<file path="config.mk">
export PLATFORM = sky130hd
export DESIGN_NAME = regfile_dump
export DESIGN_NICKNAME = d
export VERILOG_FILES = /design/src/rtl/regfile_dump_pkg.sv /design/src/rtl/regfile_dump_hex_to_ascii.sv /design/src/rtl/regfile_dump.sv
export SDC_FILE = /design/constraint.sdc
export NUM_CORES = 1
export LEC_CHECK = 0
export CAP_MARGIN = 10
export CORE_ASPECT_RATIO = 1.75
export CORE_MARGIN = 8
export CORE_UTILIZATION = 25
export CTS_CLUSTER_SIZE = 8
export DETAILED_ROUTE_END_ITERATION = 10
export PLACE_DENSITY = 0.52
export RECOVER_POWER = 100
export SLEW_MARGIN = 10
export SYNTH_ARGS = -nofsm -noshare
export SYNTH_HDL_FRONTEND = slang
export SYNTH_HIERARCHICAL = 1
export SYNTH_SLANG_ARGS = --single-unit
</file>
<file path="constraint.sdc">
create_clock -name clock -period 6.99 [get_ports clock]
set_clock_uncertainty 0.05 [all_clocks]
set_input_delay 0.699 -clock clock [delete_from_list [all_inputs] [get_ports clock]]
set_output_delay 0.699 -clock clock [all_outputs]
set_load 0.02 [all_outputs]
</file>
<file path="src/rtl/regfile_dump_pkg.sv">
// Shared constants for the register-file dump engine.
// REGDUMP_INDEX_EN selects the "xNN:" line prefix.
package regfile_dump_pkg;

   localparam logic [7:0] ASCII_CR    = 8'h0D;
   localparam logic [7:0] ASCII_LF    = 8'h0A;
   localparam logic [7:0] ASCII_X     = 8'h78;
   localparam logic [7:0] ASCII_COLON = 8'h3A;

   localparam logic [1:0] ST_IDLE  = 2'd0;
   localparam logic [1:0] ST_LATCH = 2'd1;
   localparam logic [1:0] ST_EMIT  = 2'd2;
   localparam logic [1:0] ST_DONE  = 2'd3;

   typedef enum logic [1:0] {
      IDLE  = ST_IDLE,
      LATCH = ST_LATCH,
      EMIT  = ST_EMIT,
      DONE  = ST_DONE
   } state_t;

`ifdef REGDUMP_INDEX_EN
   localparam int PFX_LEN = 4;
`else
   localparam int PFX_LEN = 0;
`endif

   localparam int         LINE_LEN  = PFX_LEN + 10;
   localparam logic [3:0] LAST_CHAR = 4'(LINE_LEN - 1);

endpackage

</file>
<file path="src/rtl/regfile_dump_hex_to_ascii.sv">
// Nibble to uppercase hex ASCII digit.
// Also used for decimal digits 0..9 of the index prefix.
module hex_to_ascii (
   input  logic [3:0] i_nibble,
   output logic [7:0] o_ascii
);

   always_comb begin
      if (i_nibble < 4'd10) o_ascii = 8'h30 + {4'd0, i_nibble};
      else                  o_ascii = 8'h37 + {4'd0, i_nibble};
   end

endmodule

</file>
<file path="src/rtl/regfile_dump.sv">
// Register-file dump engine: walks the debug read port and streams
// hex text lines; REGDUMP_INDEX_EN adds an "xNN:" prefix per line.
module regfile_dump
   import regfile_dump_pkg::*;
#(
   parameter int FIRST_REG = 0,
   parameter int LAST_REG  = 31
) (
   input  logic        clock,
   input  logic        reset,
   input  logic        i_start,
   output logic        o_busy,
   output logic        o_done,
   output logic [4:0]  o_reg_debug_address,
   input  logic [31:0] i_reg_debug_data,
   output logic [7:0]  o_tx_data,
   output logic        o_tx_valid,
   input  logic        i_tx_ready
);

   localparam logic [4:0] FIRST_A = 5'(FIRST_REG);
   localparam logic [4:0] LAST_A  = 5'(LAST_REG);

   state_t      r_state;
   logic [4:0]  r_addr;
   logic [3:0]  r_idx;
   logic [31:0] r_snap;
   logic        r_busy;
   logic        r_done;
   logic        r_valid;

   logic        w_hs;
   logic        w_last_char;
   logic [2:0]  w_pos;
   logic [3:0]  w_nib;
   logic [7:0]  w_hex;
   logic [7:0]  w_char;

   assign w_hs        = r_valid & i_tx_ready;
   assign w_last_char = (r_idx == LAST_CHAR);

   always_ff @(posedge clock or posedge reset) begin
      if (reset) begin
         r_state <= IDLE;
         r_addr  <= FIRST_A;
         r_idx   <= 4'd0;
         r_snap  <= 32'd0;
         r_busy  <= 1'b0;
         r_done  <= 1'b0;
         r_valid <= 1'b0;
      end else begin
         r_done <= 1'b0;
         unique case (r_state)
            IDLE: begin
               if (i_start) begin
                  r_state <= LATCH;
                  r_addr  <= FIRST_A;
                  r_busy  <= 1'b1;
               end
            end
            LATCH: begin
               r_snap  <= i_reg_debug_data;
               r_idx   <= 4'd0;
               r_valid <= 1'b1;
               r_state <= EMIT;
            end
            EMIT: begin
               if (w_hs) begin
                  if (!w_last_char) begin
                     r_idx <= r_idx + 4'd1;
                  end else begin
                     r_valid <= 1'b0;
                     if (r_addr == LAST_A) begin
                        r_state <= DONE;
                        r_done  <= 1'b1;
                     end else begin
                        r_addr  <= r_addr + 5'd1;
                        r_state <= LATCH;
                     end
                  end
               end
            end
            DONE: begin
               r_state <= IDLE;
               r_busy  <= 1'b0;
               r_addr  <= FIRST_A;
            end
            default: r_state <= IDLE;
         endcase
      end
   end

`ifdef REGDUMP_INDEX_EN
   logic [3:0] w_tens;
   logic [3:0] w_ones;

   always_comb begin
      if (r_addr >= 5'd30)      w_tens = 4'd3;
      else if (r_addr >= 5'd20) w_tens = 4'd2;
      else if (r_addr >= 5'd10) w_tens = 4'd1;
      else                      w_tens = 4'd0;
      w_ones = 4'(r_addr - {1'b0, w_tens} * 5'd10);
   end

   assign w_pos = 3'(r_idx - 4'd4);

   // Index digits share the single hex converter with the data nibbles.
   always_comb begin
      w_nib = 4'(r_snap >> {3'd7 - w_pos, 2'b00});
      if (r_idx == 4'd1)      w_nib = w_tens;
      else if (r_idx == 4'd2) w_nib = w_ones;
   end
`else
   assign w_pos = r_idx[2:0];

   always_comb begin
      w_nib = 4'(r_snap >> {3'd7 - w_pos, 2'b00});
   end
`endif

   hex_to_ascii u_hex (
      .i_nibble (w_nib),
      .o_ascii  (w_hex)
   );

   always_comb begin
      w_char = w_hex;
      unique case (1'b1)
         (r_idx == LAST_CHAR):         w_char = ASCII_LF;
         (r_idx == LAST_CHAR - 4'd1):  w_char = ASCII_CR;
`ifdef REGDUMP_INDEX_EN
         (r_idx == 4'd0):              w_char = ASCII_X;
         (r_idx == 4'd3):              w_char = ASCII_COLON;
`endif
         default:                      w_char = w_hex;
      endcase
   end

   assign o_tx_data           = r_valid ? w_char : 8'h00;
   assign o_tx_valid          = r_valid;
   assign o_busy              = r_busy;
   assign o_done              = r_done;
   assign o_reg_debug_address = r_addr;

endmodule
</file>
==> summary.txt <==
Share of the synthesized area in the top cell type = 46.5%
Worst-Margin Slew = 1810 ps
GPL Wtd Cong = 0.747
# resized after CTS = 0
DRC Markers = 0
Number of synthesized flops with an enable pin = 0
Clock-pin slew on the worst setup and hold paths = 60 ps
Die Area = 13500 um^2
DR iter-0 viols = 94
CTS max path bufs = 2
Synth Warn # = 6
Post-CTS setup buffer count = 0
Largest net degree at the start of global routing = 47
Outcome = complete, but fails checks
DP HPWL = 4.55 mm
Die height = 148 um
Worst reg2reg path depth = 6
Num CTS Buffers = 5
Hold path cells = 2
Placed Area = 3090 um^2
Setup_tns = 0 ps
Final period util = 58.5%
Vias in the first global route = 1893
Largest family of logic cells by synthesized area = multiplexers
Final slew viol count = 82
Async S/R FF share, synth = 100%
#FFs+latches synth = 46
Synth Area in XOR/XNOR = 0.354%
Max VDD drop = 0.343 mV
Hold Path Class = flip-flop to flip-flop
Final setup viols = 0
Worst-skew pair later-pin latency = 290 ps
CORE AREA = 9730 um^2
Critical path arrival = 3340 ps
Crit Path Max Fanout = 14
Final Hold Viols = 0
Main flop type after synthesis = dfrtp_1
Routed vias = 1758
GR Util All Layers = 9.12%
Critical path class = flip-flop to output port
Leakage = 1.35 nW
Syn nets = 253
Design Area, Final = 3210 um^2
Num rows = 48
Max Freq = 245 MHz
Share of cells above drive strength 1 = 22.0%
WL/cell = 15.5 um
Unrepaired setup endpoints after global routing = no
Router iterations before antenna repair = 4
Sink Count = 46
Antenna Nets Post-Route = 0
Pwr per Cell Area = 442 nW/um^2
CTS root buffer = clkbuf_16
Yosys top cell by area = dfrtp_1
Most frequent cells in the layout = 46 x dfrtp_1, 36 x mux2_2, 33 x clkdlybuf4s50_1
Worst setup EP type = output port
First-pass GRT wire length = 9.73 mm
Synth Area in Adders = 5.56%
Ports = 52
Post-Synthesis Cell Area = 2470 um^2
Top post-synthesis cells by area = dfrtp_1 47%, mux2_2 16%, mux4_2 7.3%
Aggregate global routing overflow = 0
Synth Area in Simple Gates = 13.9%
Min Tclk post-route = 4090 ps
Hold-fix buffers at CTS = 0
Mapped Cells = 206
Max-cap viol count = 2
Startpoint types = flip-flop
Failing checks = capacitance limit, slew limit
CP Data Required Time = 6240 ps
Area Overhead vs Synth = 29.9%
Mux cell area share after synthesis = 24.9%
H-tree depth = 2
Initial antenna violation count = 0
Post-synthesis compound-gate area fraction = 5.16%
Diode count = 0
Sequential area share after synthesis = 46.5%
Commonest non-fill, non-tap cell in the layout = dfrtp_1
Initial Utilization = 25.4%
Die width = 91.2 um
Yosys cell types = 38
Nets@finish = 301
TritonCTS clock tree = yes
Number of I/O port buffers = 50
Syn avg cell area = 12.0 um^2
Final wirelength = 5.87 mm
Relative slew margins = -20.9%
DR vias/cell = 4.64
metal layers:
metal  wire, um  track usage, %  up-vias  share of wire (%)
li1           -               -      831                  -
met1       2210            9.31      881                 38
met2       3230            16.6       39                 55
met3        323            2.74        7                5.5
met4        108            3.96        0                1.8
met5          0               0        -                  0
through the flow:
stage | setup WS (ps) | total power (W) | instances | util (%) | hold slack (ps)
detailed placement | 3270 | 0.00123 | 372 | 31.7 | 430
floorplan | 3870 | 0.000979 | 206 | - | 425
CTS | 2940 | 0.00146 | 379 | 33.1 | 445
finish | 2900 | 0.00142 | 379 | 33.0 | 433
global placement | 3280 | 0.00122 | 372 | 31.7 | 411
global route | 2670 | 0.00153 | 379 | 33.0 | 476
cell usage after synthesis (2+ instances only):
library cell and number:
nand4_1 5, mux2i_1 2, nand2b_1 3, mux4_2 8, nor2_1 2, nand3_1 10, mux2_2 36, or4b_1 2
and3_1 6, a21oi_1 10, ha_1 11, dfrtp_1 46, nor2b_1 2, o21ai_0 6, inv_1 9, buf_2 2
nand2_1 19, a21boi_0 2, clkbuf_1 6
sequential cells by signal, summed over array words and instances (netlist names):
| name | cells |
|---|---|
| r_idx | 4 |
| o_done | 1 |
| o_reg_debug_address | 5 |
| o_tx_valid | 1 |
| r_snap | 32 |
| r_state | 2 |
| o_busy | 1 |
kinds of logic after synthesis:
family	count (synthesis)
flip-flops	46
other	1
XOR/XNOR	1
AO/OA/AOI/OAI	22
AND/OR/NAND/NOR	59
buffers and inverters	19
adder cells (fa/ha/maj)	11
multiplexers	47
where the power goes:
part           internal, W  switching, W
Sequential        0.000377     0.0000872
Combinational     0.000389      0.000341
Clock             0.000129     0.0000985
worst max-delay path, cell delays in order, from the launching register on:
cell and delay, ps:
dfrtp_1 750, mux4_2 580, mux2_2 320, inv_1 70
ha_1 170, nand2_2 60, mux2_1 310, nand2_1 60
a21oi_1 70, dlygate4sd3_1 660
final cells by class:
cell class | instances | area, um^2
inverter | 9 | 33.8
sequential | 46 | 1150
tap | 125 | 156
clock buffer | 5 | 125
clock inverter | 2 | 10.0
fill | 1019 | 6520
multi-input combinational | 141 | 1230
timing repair buffer | 51 | 504
path summary, 6_finish.rpt:
path | startpoint | end | slack [ps]
max | r_idx[0] | o_tx_data[2] | 2900
min | o_busy | o_busy | 430
max reg2reg | r_state[1] | r_idx[1] | 4210
min reg2reg | o_busy | o_busy | 430
max in group asynchronous | reset | r_snap[24] | 4490
min in group asynchronous | reset | o_busy | 1360
Power figures use the tool's default switching activity.
